[config.mk]
export PLATFORM = sky130hd
export DESIGN_NAME = push_fre_ramp
export DESIGN_NICKNAME = d
export VERILOG_FILES = /design/src/rtl/push_pkg.sv /design/src/rtl/push_edge_sync.sv /design/src/rtl/push_fre_ramp.sv
export SDC_FILE = /design/constraint.sdc
export NUM_CORES = 1
export LEC_CHECK = 0
export CORE_ASPECT_RATIO = 0.5
export CORE_MARGIN = 1.5
export CORE_UTILIZATION = 59
export DETAILED_ROUTE_END_ITERATION = 16
export GPL_ROUTABILITY_DRIVEN = 1
export PLACE_DENSITY_LB_ADDON = 0.15
export SYNTH_ARGS = -nofsm -noshare
export SYNTH_HDL_FRONTEND = slang
export SYNTH_SLANG_ARGS = --single-unit
[constraint.sdc]
create_clock -name clk -period 5.5 [get_ports clk]
set_input_delay 1.1 -clock clk [delete_from_list [all_inputs] [get_ports clk]]
set_output_delay 1.1 -clock clk [all_outputs]
set_load 0.03 [all_outputs]
[src/rtl/push_pkg.sv]
// Shared definitions for the push-rod motion profiler: FSM encoding and
// default ramp constants (frequencies in Hz, times in clk cycles).
package push_pkg;

  typedef enum logic [2:0] {
    S_IDLE,
    S_ACCEL,
    S_CRUISE,
    S_DECEL,
    S_DONE
  } state_t;

  localparam int CLK_HZ            = 50_000_000;
  localparam int FRE_W             = 20;
  localparam int FRE_MIN_DEF       = 400;
  localparam int FRE_MAX_DEF       = 1600;
  localparam int FRE_STEP_DEF      = 50;
  localparam int RAMP_TICKS_DEF    = CLK_HZ / 100;   // 10 ms ramp tick
  localparam int TIMEOUT_TICKS_DEF = CLK_HZ / 10;    // 100 ms stall window

endpackage

[src/rtl/push_edge_sync.sv]
// Brings the generator's PWM wave into the clk domain and emits a one-cycle
// pulse per rising edge. Two sync flops plus one history flop; the pulse is
// registered, so it appears three clocks after the edge is first sampled.
module push_edge_sync (
  input  logic clk,
  input  logic rst_n,
  input  logic d,
  output logic rise
);

  logic [2:0] sync_q;

  // Shift the raw input through the synchroniser and register the edge pulse.
  always_ff @(posedge clk or negedge rst_n) begin
    if (!rst_n) begin
      sync_q <= '0;
      rise   <= 1'b0;
    end else begin
      sync_q <= {sync_q[1:0], d};
      rise   <= sync_q[1] & ~sync_q[2];
    end
  end

endmodule

[src/rtl/push_fre_ramp.sv]
// Trapezoidal motion profiler feeding the push-rod PWM frequency generator.
// Ramps fre from FRE_MIN to FRE_MAX and back, counts fed-back step pulses and
// pulses done on completion or abort.
// Optional: define PUSH_STALL_TIMEOUT_EN to add a stall watchdog that raises
// a sticky fault and aborts when no step arrives within TIMEOUT_TICKS.
module push_fre_ramp
  import push_pkg::*;
#(
  parameter int FRE_MIN       = FRE_MIN_DEF,
  parameter int FRE_MAX       = FRE_MAX_DEF,
  parameter int FRE_STEP      = FRE_STEP_DEF,
  parameter int RAMP_TICKS    = RAMP_TICKS_DEF,
  parameter int STEP_W        = 16,
  parameter int TIMEOUT_TICKS = TIMEOUT_TICKS_DEF
) (
  input  logic              clk,
  input  logic              rst_n,
  input  logic              start,
  input  logic [STEP_W-1:0] steps,
  input  logic              dir,
  input  logic              abort,
  input  logic              step_in,
  output logic [19:0]       fre,
  output logic              run,
  output logic              dir_out,
  output logic              busy,
  output logic              done,
  output logic [STEP_W-1:0] step_cnt,
  output logic              fault
);

  localparam int TICK_W = $clog2(RAMP_TICKS + 1);

  state_t            state_q, state_nx;
  logic [FRE_W-1:0]  fre_nx, fre_inc, fre_dec;
  logic [FRE_W:0]    fre_sum;
  logic [STEP_W-1:0] steps_q, steps_nx, acc_q, acc_nx, cnt_nx, rem;
  logic              run_nx, dir_nx, busy_nx, done_nx, fault_nx;
  logic              armed_q, active, entry, tick, stall, step_rise, step_inc;
  logic [TICK_W-1:0] tick_cnt;

  push_edge_sync u_step_sync (
    .clk   (clk),
    .rst_n (rst_n),
    .d     (step_in),
    .rise  (step_rise)
  );

  assign active   = (state_q == S_ACCEL) || (state_q == S_CRUISE) || (state_q == S_DECEL);
  assign rem      = steps_q - step_cnt;
  assign step_inc = step_rise && active && (step_cnt != steps_q) && !abort && !stall;
  assign tick     = (tick_cnt == TICK_W'(RAMP_TICKS - 1));
  assign entry    = (state_nx != state_q);

  // Saturating ramp arithmetic; the extra sum bit keeps the add from wrapping.
  assign fre_sum = {1'b0, fre} + (FRE_W + 1)'(FRE_STEP);
  assign fre_inc = (fre_sum > (FRE_W + 1)'(FRE_MAX)) ? FRE_W'(FRE_MAX) : fre_sum[FRE_W-1:0];
  assign fre_dec = (fre < FRE_W'(FRE_MIN + FRE_STEP)) ? FRE_W'(FRE_MIN) : fre - FRE_W'(FRE_STEP);

  // Ramp tick timebase, restarted whenever the FSM changes state.
  always_ff @(posedge clk or negedge rst_n) begin
    if (!rst_n)              tick_cnt <= '0;
    else if (entry || tick)  tick_cnt <= '0;
    else                     tick_cnt <= tick_cnt + 1'b1;
  end

`ifdef PUSH_STALL_TIMEOUT_EN
  localparam int STALL_W = $clog2(TIMEOUT_TICKS + 1);
  logic [STALL_W-1:0] stall_cnt;

  assign stall = active && (stall_cnt == STALL_W'(TIMEOUT_TICKS - 1));

  // Stall watchdog: reloads on each counted step and on state entry.
  always_ff @(posedge clk or negedge rst_n) begin
    if (!rst_n)                    stall_cnt <= '0;
    else if (entry || step_inc)    stall_cnt <= '0;
    else if (active && !stall)     stall_cnt <= stall_cnt + 1'b1;
  end
`else
  // No watchdog in this build: stall can never fire.
  assign stall = 1'b0 & (TIMEOUT_TICKS > 0);
`endif

  // State and registered outputs.
  always_ff @(posedge clk or negedge rst_n) begin
    if (!rst_n) begin
      state_q  <= S_IDLE;
      fre      <= '0;
      run      <= 1'b0;
      dir_out  <= 1'b0;
      busy     <= 1'b0;
      done     <= 1'b0;
      step_cnt <= '0;
      fault    <= 1'b0;
      steps_q  <= '0;
      acc_q    <= '0;
      armed_q  <= 1'b0;
    end else begin
      state_q  <= state_nx;
      fre      <= fre_nx;
      run      <= run_nx;
      dir_out  <= dir_nx;
      busy     <= busy_nx;
      done     <= done_nx;
      step_cnt <= cnt_nx;
      fault    <= fault_nx;
      steps_q  <= steps_nx;
      acc_q    <= acc_nx;
      armed_q  <= 1'b1;
    end
  end

  // Next state / next outputs. Priority while moving: abort/stall, then
  // completion, then ramp decisions.
  always_comb begin
    state_nx = state_q;
    fre_nx   = fre;
    run_nx   = run;
    dir_nx   = dir_out;
    busy_nx  = busy;
    done_nx  = 1'b0;
    cnt_nx   = step_cnt;
    fault_nx = fault;
    steps_nx = steps_q;
    acc_nx   = acc_q;
    case (state_q)
      S_IDLE: begin
        if (start && armed_q) begin
          if (steps != '0) begin
            steps_nx = steps;
            dir_nx   = dir;
            cnt_nx   = '0;
            fre_nx   = FRE_W'(FRE_MIN);
            run_nx   = 1'b1;
            busy_nx  = 1'b1;
            fault_nx = 1'b0;
            state_nx = S_ACCEL;
          end else begin
            done_nx = 1'b1;
          end
        end
      end
      S_ACCEL, S_CRUISE, S_DECEL: begin
        if (abort || stall || (step_cnt == steps_q)) begin
          fre_nx   = '0;
          run_nx   = 1'b0;
          busy_nx  = 1'b0;
          done_nx  = 1'b1;
          fault_nx = fault | stall;
          state_nx = S_DONE;
        end else begin
          if (step_inc) cnt_nx = step_cnt + 1'b1;
          case (state_q)
            S_ACCEL: begin
              if (fre == FRE_W'(FRE_MAX)) begin
                acc_nx   = step_cnt;
                state_nx = S_CRUISE;
              end else if (rem <= step_cnt) begin
                // Not enough distance left to reach cruise: triangle profile.
                acc_nx   = step_cnt;
                state_nx = S_DECEL;
              end else if (tick) begin
                fre_nx = fre_inc;
              end
            end
            S_CRUISE: if (rem <= acc_q) state_nx = S_DECEL;
            default:  if (tick) fre_nx = fre_dec;
          endcase
        end
      end
      S_DONE:  state_nx = S_IDLE;
      default: state_nx = S_IDLE;
    endcase
  end

endmodule

==> results of run 1 <==
cells in the mapped netlist, types with 4 or more instances:
| library cell | instances | area share, % |
|---|---|---|
| dfrtp_1 | 97 | 36 |
| nand2_1 | 58 | 3.2 |
| nor2_1 | 57 | 3.1 |
| ha_1 | 51 | 9.4 |
| o21ai_0 | 47 | 3.5 |
| inv_1 | 45 | 2.5 |
| nand3_1 | 45 | 3.3 |
| nor3_1 | 41 | 3.0 |
| a21oi_1 | 39 | 2.9 |
| xnor2_1 | 35 | 4.5 |
| clkbuf_1 | 21 | 1.2 |
| mux2_2 | 16 | 2.6 |
| nand4_1 | 15 | 1.4 |
| buf_2 | 14 | 1.0 |
| xor2_1 | 14 | 1.8 |
| a31oi_1 | 12 | 1.1 |
| and3_1 | 11 | 1.0 |
| a21o_1 | 10 | 1.1 |
| nor4_1 | 10 | 0.92 |
| or3_1 | 9 | 0.83 |
| o31ai_1 | 6 | 0.66 |
| nand2b_1 | 5 | 0.46 |
| nor2b_1 | 5 | 0.46 |
| nor4b_1 | 5 | 0.64 |
| o21a_1 | 5 | 0.55 |
| o21ai_1 | 5 | 0.37 |
| a22oi_1 | 4 | 0.44 |
| a31o_2 | 4 | 0.51 |
| and4_1 | 4 | 0.51 |
| nor3b_1 | 4 | 0.44 |
| o22a_1 | 4 | 0.51 |
| or2_2 | 4 | 0.37 |
path summary, 6_finish.rpt:
check	startpoint	to	cells after the start	slack, ps
max in group asynchronous	rst_n	u_step_sync.sync_q[0]	2	3660
setup / recovery	step_cnt[1]	acc_q[0]	18	410
hold reg to reg	u_step_sync.sync_q[0]	u_step_sync.sync_q[1]	0	340
min in group asynchronous	rst_n	step_cnt[10]	1	790
setup reg to reg	step_cnt[1]	acc_q[0]	18	410
hold / removal	u_step_sync.sync_q[0]	u_step_sync.sync_q[1]	0	340
per-layer routing:
metal	up-vias	part of all wire (%)	wire, um	global-route usage, %
li1	2872	-	-	-
met1	2847	45	7615	37.95
met2	220	47	7975	49.24
met3	37	5.9	1006	4.913
met4	0	2.4	401	11.83
met5	-	0	0	0
final cells by class:
class	count	area share (%)
multi-input cells	592	51.93
flip-flops and latches	97	31.27
repair buffers	67	8.380
clock buffers	10	3.078
well taps	145	2.337
inverters	45	2.176
clock inverters	6	0.8380
power groups by stage:
stage               Clock [W]  Combinational, W  Sequential (W)
finish               0.000654           0.00274         0.00112
global route         0.000683           0.00306         0.00115
CTS                  0.000659           0.00271         0.00111
detailed placement          0           0.00267         0.00112
global placement            0           0.00258         0.00111
floorplan                   0           0.00205         0.00108
sequential cells by signal, summed over array words and instances, names as in the netlist, 3 cells and up:
| signal | flops |
|---|---|
| acc_q | 16 |
| fre | 19 |
| tick_cnt | 19 |
| u_step_sync.sync_q | 3 |
| steps_q | 16 |
| state_q | 3 |
| step_cnt | 16 |
worst max-delay path: cells and delay by family (launching register included):
family	cells	cell delay, ps
AO/OA/AOI/OAI	8	2000
AND/OR/NAND/NOR	4	1090
adder cells (fa/ha/maj)	2	610
flip-flops	1	460
buffers and inverters	2	360
multiplexers	1	290
XOR/XNOR	1	170
timing repair:
action	CTS	global route
buffers inserted	0	0
resized for setup	0	1
endpoints found under the setup margin	0	3
per-stage QoR:
step	area (sq um)	total power, W	utilization, %	setup slack, ps
floorplan	6808	0.003130	-	823.1
global placement	7458	0.003689	67.11	566.5
detailed placement	7458	0.003789	67.11	411.9
CTS	7762	0.004479	69.84	393.6
global route	7764	0.004890	69.85	86.44
finish	7764	0.004512	69.85	408.5
cells by family after synthesis:
logic type	after synthesis	synth area share [%]
mux	18	2.942
flops	97	35.67
compound gates	175	17.36
simple gates	295	22.69
other cells	2	0.1104
fa+ha+maj	52	9.673
xor+xnor	49	6.307
buf+inv	87	5.241
==> metrics.md, run 1 <==
| Metric | Value |
|---|---|
| Clock slew at reported path FFs | `approximately 70 ps` |
| Worst Setup End Kind | `flop` |
| Max IR drop VDD | `~0.00029 V` |
| Filler cell count | `approximately 870` |
| Sink Count | `a little under 100` |
| Total Nets Final | `approximately 890` |
| Final Setup Violations | `0` |
| Hpwl dp | `approximately 12 mm` |
| Slew @ Worst Pin | `between 900 and 1000 ps` |
| Slowest CP cell | `or4_1` |
| Crit Path Category | `reg -> reg` |
| Drt wl/cell | `about 18 um` |
| DR pass1 iterations | `5` |
| Core ar. | `11110 sq um` |
| Logic pwr share | `roughly three fifths` |
| Global placement routability congestion | `between 0.9 and 1` |
| Worst-case clock skew | `12.42 ps` |
| Most frequent cells in the layout | `dfrtp_1 (97), clkdlybuf4s50_1 (59), nand2_1 (58), nor2_1 (57), ha_1 (51)` |
| Vias per cell | `a little over 6` |
| Flop pwr share | `between 20% and 30%` |
| Hold WS | `around 340 ps` |
| GRT Resource Usage Total | `29.22%` |
| Total grt overflow | `0` |
| Placement Rows | `27` |
| Crit path largest cell delay | `~520 ps` |
| Largest net degree at the start of global routing | `between 50 and 60` |
| Slew Limit Headroom | `approximately two fifths` |
| CP required | `5740 ps` |
| Share of cells above drive strength 1 | `just over 8%` |
| First-pass GRT wire length | `around 28 mm` |
| Non-filler cells, final | `around 960` |
| WP data arrival | `between 5000 and 6000 ps` |
| Power Density | `slightly below 600 nW/um^2` |
| I/O Pins | `63` |
| Post-synth top flop | `dfrtp_1` |
| Number of distinct library cells after synthesis | `77` |
| Final Cycle Share | `about 93%` |
| Die height | `between 70 and 80 um` |
| FF/Latch Area | `2427 sq um` |
| FF+latch count, synth | `slightly below 100` |
| Area of the multi-input gates | `4031 sq um` |
| Clock power share | `~14%` |
| Number of global-route vias before repair | `5828` |
| Antenna violations before repair | `0` |
| Post-route ant nets | `0` |
| Worst-case clock buffer depth | `2` |
| Status | `completed` |
| WL final | `about 17 mm` |
| Post-Route Setup TNS | `0 ps` |
| Syn Inst Count | `slightly below 800` |
| Final Max Tran Viols | `0` |
| Type of the worst min-delay path | `reg -> reg` |
| Fin crit period | `approximately 5100 ps` |
| Die ar. | `about 12000 sq um` |
| Ant. Diodes | `0` |
| DRT iter0 DRCs | `425` |
| Layout area overhead | `14.10%` |
| Vias post-DR | `about 6000` |
| Worst Setup Start Kind | `flop` |
| Crit path cell chain | `inv_1 > ha_1 > nor2b_1 > o21a_1 > o21ai_0 > a2111oi_0 > or4_1 > a31o_2 > a21oi_1 > xnor2_1 > ha_1 > and4_1 > a221o_1 > a22oi_1 > o21ai_0 > nand2b_1 > buf_4 > mux2_2` |
| Post-CTS Hold Fix Bufs | `0` |
| Final-report hold violation count | `0` |
| LEAKAGE | `roughly 3.2 nW` |
| Crit path max fanout | `31` |
| TritonCTS clock tree | `built` |
| Synth async-reset ratio | `100.0%` |
| Fmax achieved | `~0.20 GHz` |
| Max-Cap Viols | `0` |
| Clk root buf | `clkbuf_16` |
| Placed Cells | `between 900 and 1000` |
| Chip width | `approximately 150 um` |
| Num CTS Buffers | `9` |
| Register area share after synthesis | `between 30 and 40%` |
| IO Port Bufs | `60` |
| Starting Density | `between 60% and 70%` |
| Syn_area_per_cell | `slightly below 9 sq um` |
| Pint | `about 0.0024 W` |
| Clock insertion delay at the later pin of the skew report | `between 300 and 400 ps` |
| Most common cell after layout, fill and taps aside | `dfrtp_1` |
| Switching share of power | `between 40% and 50%` |
| Yosys warnings | `0` |
| Netlist Area Pre-Place | `~6800 sq um` |
| Psw | `around 0.0021 W` |
| DRC Markers | `0` |
| # H-tree levels | `3` |
| Count of flip-flops with a built-in enable after synthesis | `0` |
| RSZ-0062 raised after global routing | `false` |
(Power assumes the default switching activity.)
==> run 2, diff against run 1 <==
--- a/config.mk
+++ b/config.mk
@@ -5,11 +5,12 @@
 export SDC_FILE = /design/constraint.sdc
 export NUM_CORES = 1
 export LEC_CHECK = 0
-export CORE_ASPECT_RATIO = 0.5
+export ABC_AREA = 1
 export CORE_MARGIN = 1.5
 export CORE_UTILIZATION = 59
 export DETAILED_ROUTE_END_ITERATION = 16
 export GPL_ROUTABILITY_DRIVEN = 1
+export GPL_TIMING_DRIVEN = 0
 export PLACE_DENSITY_LB_ADDON = 0.15
 export SYNTH_ARGS = -nofsm -noshare
 export SYNTH_HDL_FRONTEND = slang
==> metrics.md, run 2 <==
| Metric | Value |
|---|---|
| Area share of the largest cell type after synthesis | `33.70% (-2.0 points)` |
| Yosys top cell by area | `dfrtp_1` |
| Total grt overflow | `0 (unchanged)` |
| Final Max Tran Viols | `0 (unchanged)` |
| Total Nets Final | `1107 (+25%)` |
| Die height | `113.5 um (+44%)` |
| Post-synth top flop | `dfrtp_1` |
| WP data arrival | `4420 ps (-920 ps)` |
| Clk root buf | `clkbuf_16` |
| DRT iter0 DRCs | `526 (+24%)` |
| DR pass1 iterations | `7 (+2)` |
| FF+latch count, synth | `97 (unchanged)` |
| Core Util, Final | `69.44% (-0.42 points)` |
| Terminus of the critical flop-to-flop path | `acc_q[1]` |
| Final Cycle Share | `76.50% (-16 points)` |
| Post-Layout Inst Area | `8305 sq um (+7.0%)` |
| Crit path cell chain | `ha_1 > fa_1 > o21ai_0 > nand2_1 > nand3_1 > a21boi_0 > o221ai_1 > xor2_1 > ha_1 > nand2_1 > nor2_2 > nand3_2 > nor2_2 > nand2_1 > nand3_1 > nand3_1 > nand2_4 > clkbuf_1 > o21ai_0` |
| Register area share after synthesis | `33.70% (-2.0 points)` |
| CP top delay family | `simple AND/OR/NAND/NOR gates` |
| First-pass GRT wire length | `28.79 mm (+1.8%)` |
| Crit path max fanout | `10 (-68%)` |
| Reg2reg path depth | `19 (+1)` |
| Clock insertion delay at the later pin of the skew report | `360 ps (about the same)` |
| Num CTS Buffers | `9 (unchanged)` |
| Largest net degree at the start of global routing | `57 (+3.6%)` |
| Hold WS | `361.2 ps (+21.85 ps)` |
| Clock slew at reported path FFs | `70 ps (about the same)` |
| Fmax achieved | `0.2377 GHz (+21%)` |
| Worst-case clock skew | `9.037 ps (-3.379 ps)` |
| Vias per cell | `5.448 (-12%)` |
| Number of distinct library cells after synthesis | `47 (-39%)` |
| RR Startpoint | `step_cnt[0]` |
| Worst-case clock buffer depth | `2 (unchanged)` |
| Area contributors post-synth | `dfrtp_1 (34%), nand2_1 (13%), ha_1 (8.9%), inv_1 (6.1%), xor2_1 (5.6%)` |
| Fin crit period | `4207 ps (-884.2 ps)` |
| Synth async-reset ratio | `100.0% (unchanged)` |
| Regs by FF count | `fre: 19 flops, tick_cnt: 19 flops` |
| RSZ-0062 raised after global routing | `false` |
| Type of the worst min-delay path | `reg -> reg` |
| CP required | `5720 ps (-20 ps)` |
| Most common cell in the netlist | `nand2_1` |
| Die ar. | `12880 sq um (+5.4%)` |
| Antenna violations before repair | `0 (unchanged)` |
| Final-report hold violation count | `0 (unchanged)` |
| Most common cell after layout, fill and taps aside | `nand2_1` |
| Most frequent cells in the layout | `nand2_1 (242), inv_1 (118), dfrtp_1 (97), nor2_1 (93), clkdlybuf4s50_1 (59)` |
| Syn Inst Count | `960 (+24%)` |
| Worst Hold Path EP | `u_step_sync.sync_q[1]` |
| Crit path largest cell delay | `510 ps (about the same)` |
| Slew Limit Headroom | `62.31% (+24 points)` |
| Core ar. | `11960 sq um (+7.6%)` |
| Chip width | `113.5 um (-27%)` |
| Drt wl/cell | `14.09 um (-20%)` |
| Sink Count | `97 (unchanged)` |
| Post-CTS Hold Fix Bufs | `0 (unchanged)` |
| Number of global-route vias before repair | `6059 (+4.0%)` |
| Worst Path Buf+Inv | `1 (-1)` |
| LEAKAGE | `3.845 nW (+20%)` |
| Worst Setup End Kind | `flop` |
| TritonCTS clock tree | `built` |
| I/O Pins | `63 (unchanged)` |
| Internal reg-to-reg setup slack | `1290 ps (+880 ps)` |
| Yosys warnings | `0 (unchanged)` |
| Power Density | `549.9 nW/um^2 (-5.4%)` |
| Ant. Diodes | `0 (unchanged)` |
| IO Port Bufs | `60 (unchanged)` |
| Syn_area_per_cell | `7.503 sq um (-15%)` |
| # H-tree levels | `3 (unchanged)` |
| Vias post-DR | `6456 (+8.0%)` |
| Max IR drop VDD | `0.0003228 V (+11%)` |
| Global placement routability congestion | `0.9090 (-0.35%)` |
| Placed cell areas | `8016 sq um (+7.5%)` |
| Hpwl dp | `12.78 mm (+5.5%)` |
| Placement Rows | `40 (+48%)` |
| Resized cells post-CTS | `0 (unchanged)` |
| Share of cells above drive strength 1 | `10.21% (+2.0 points)` |
| Post-route ant nets | `0 (unchanged)` |
| Post-synth top cells | `nand2_1 (242), inv_1 (118), dfrtp_1 (97)` |
| Crit Path Category | `reg -> reg` |
| Slew @ Worst Pin | `565.4 ps (-348.8 ps)` |
| WL final | `16.69 mm (-1.8%)` |
| DRC Markers | `0 (unchanged)` |
| Count of flip-flops with a built-in enable after synthesis | `0 (unchanged)` |
| Starting Density | `60.22% (-1.0 points)` |
| Hold_sp | `u_step_sync.sync_q[0]` |
| Setup bufs post-CTS | `0 (unchanged)` |
| Hold Crit Depth | `0 (unchanged)` |
| Filler cell count | `1033 (+19%)` |
| FF/Latch Area | `2427 sq um (unchanged)` |
| Worst Setup Start Kind | `flop` |
| Slowest CP cell | `dfrtp_1` |
| Area of the multi-input gates | `4146 sq um (+2.9%)` |
| Max-Cap Viols | `0 (unchanged)` |
| Layout area overhead | `15.30%` |
| Final Setup Violations | `0 (unchanged)` |
| GRT Resource Usage Total | `27.98% (-1.2 points)` |
| Status | `completed` |
| Netlist Area Pre-Place | `7203 sq um (+5.9%)` |
## run 2: cell count changes after synthesis, moves of 10 or more
cell / before / now
xnor2_1: 35 / 12
clkbuf_1: 21 / 5
inv_1: 45 / 118
nor3_1: 41 / 15
nor2_1: 57 / 93
nor2_4: 0 / 14
a21o_1: 10 / 0
xor2_1: 14 / 46
nand2_2: 1 / 11
and3_1: 11 / 0
nand2_1: 58 / 242
mux2_2: 16 / 0
## run 2: layout make-up
class / instances / share of cell area [%]
tap: 147 / 2.215
timing repair buffer: 61 / 7.532
buffer: 22 / 1.853
inverter: 127 / 5.770
clock buffer: 10 / 2.877
sequential: 97 / 29.23
clock inverter: 6 / 0.6026
multi-input combinational: 715 / 49.92
## run 2: power breakdown
group	switching (W)	internal [W]	leakage, nW	total, W
registers	0.000146	0.000860	1.29	0.00101
logic	0.00186	0.00108	2.41	0.00294
clock network	0.000297	0.000326	0.141	0.000623
## run 2: worst max path at each step
stage,slack (ps),endpoint,from,cells after the start
final,1290,acc_q[1],step_cnt[0],19
after CTS,1310,tick_cnt[11],step_cnt[0],21
after floorplan,1730,tick_cnt[11],step_cnt[6],22
after global routing,920,acc_q[12],step_cnt[6],21
after detailed placement,1330,tick_cnt[8],step_cnt[0],21
after global placement,-420,tick_cnt[12],rst_n,1
## run 2: cells by family after synthesis
group | after synthesis | synth area share, %
other cells | 2 | 0.1043
flops | 97 | 33.70
simple gates | 479 | 31.41
fa+ha+maj | 52 | 9.137
buf+inv | 149 | 8.789
compound gates | 123 | 9.814
xor+xnor | 58 | 7.052
## run 2: per-layer routing
layer / wire (um) / share of wire (%) / GRT usage, %
met5: 0 / 0 / 0
met4: 378 / 2.3 / 10.50
met3: 902 / 5.4 / 3.135
met2: 7127 / 43 / 41.77
met1: 8285 / 50 / 41.92
## run 2: metrics by stage
stage	std cells	setup TNS (ps)	total power (W)	setup slack [ps]
final	1185	0	0.004567	1293
after global routing	1185	0	0.005025	921.7
after CTS	1185	0	0.004563	1310
after detailed placement	1169	0	0.003908	1327
after global placement	1168	-39820	0.003815	-418.4
after floorplan	961	0	0.003206	1729
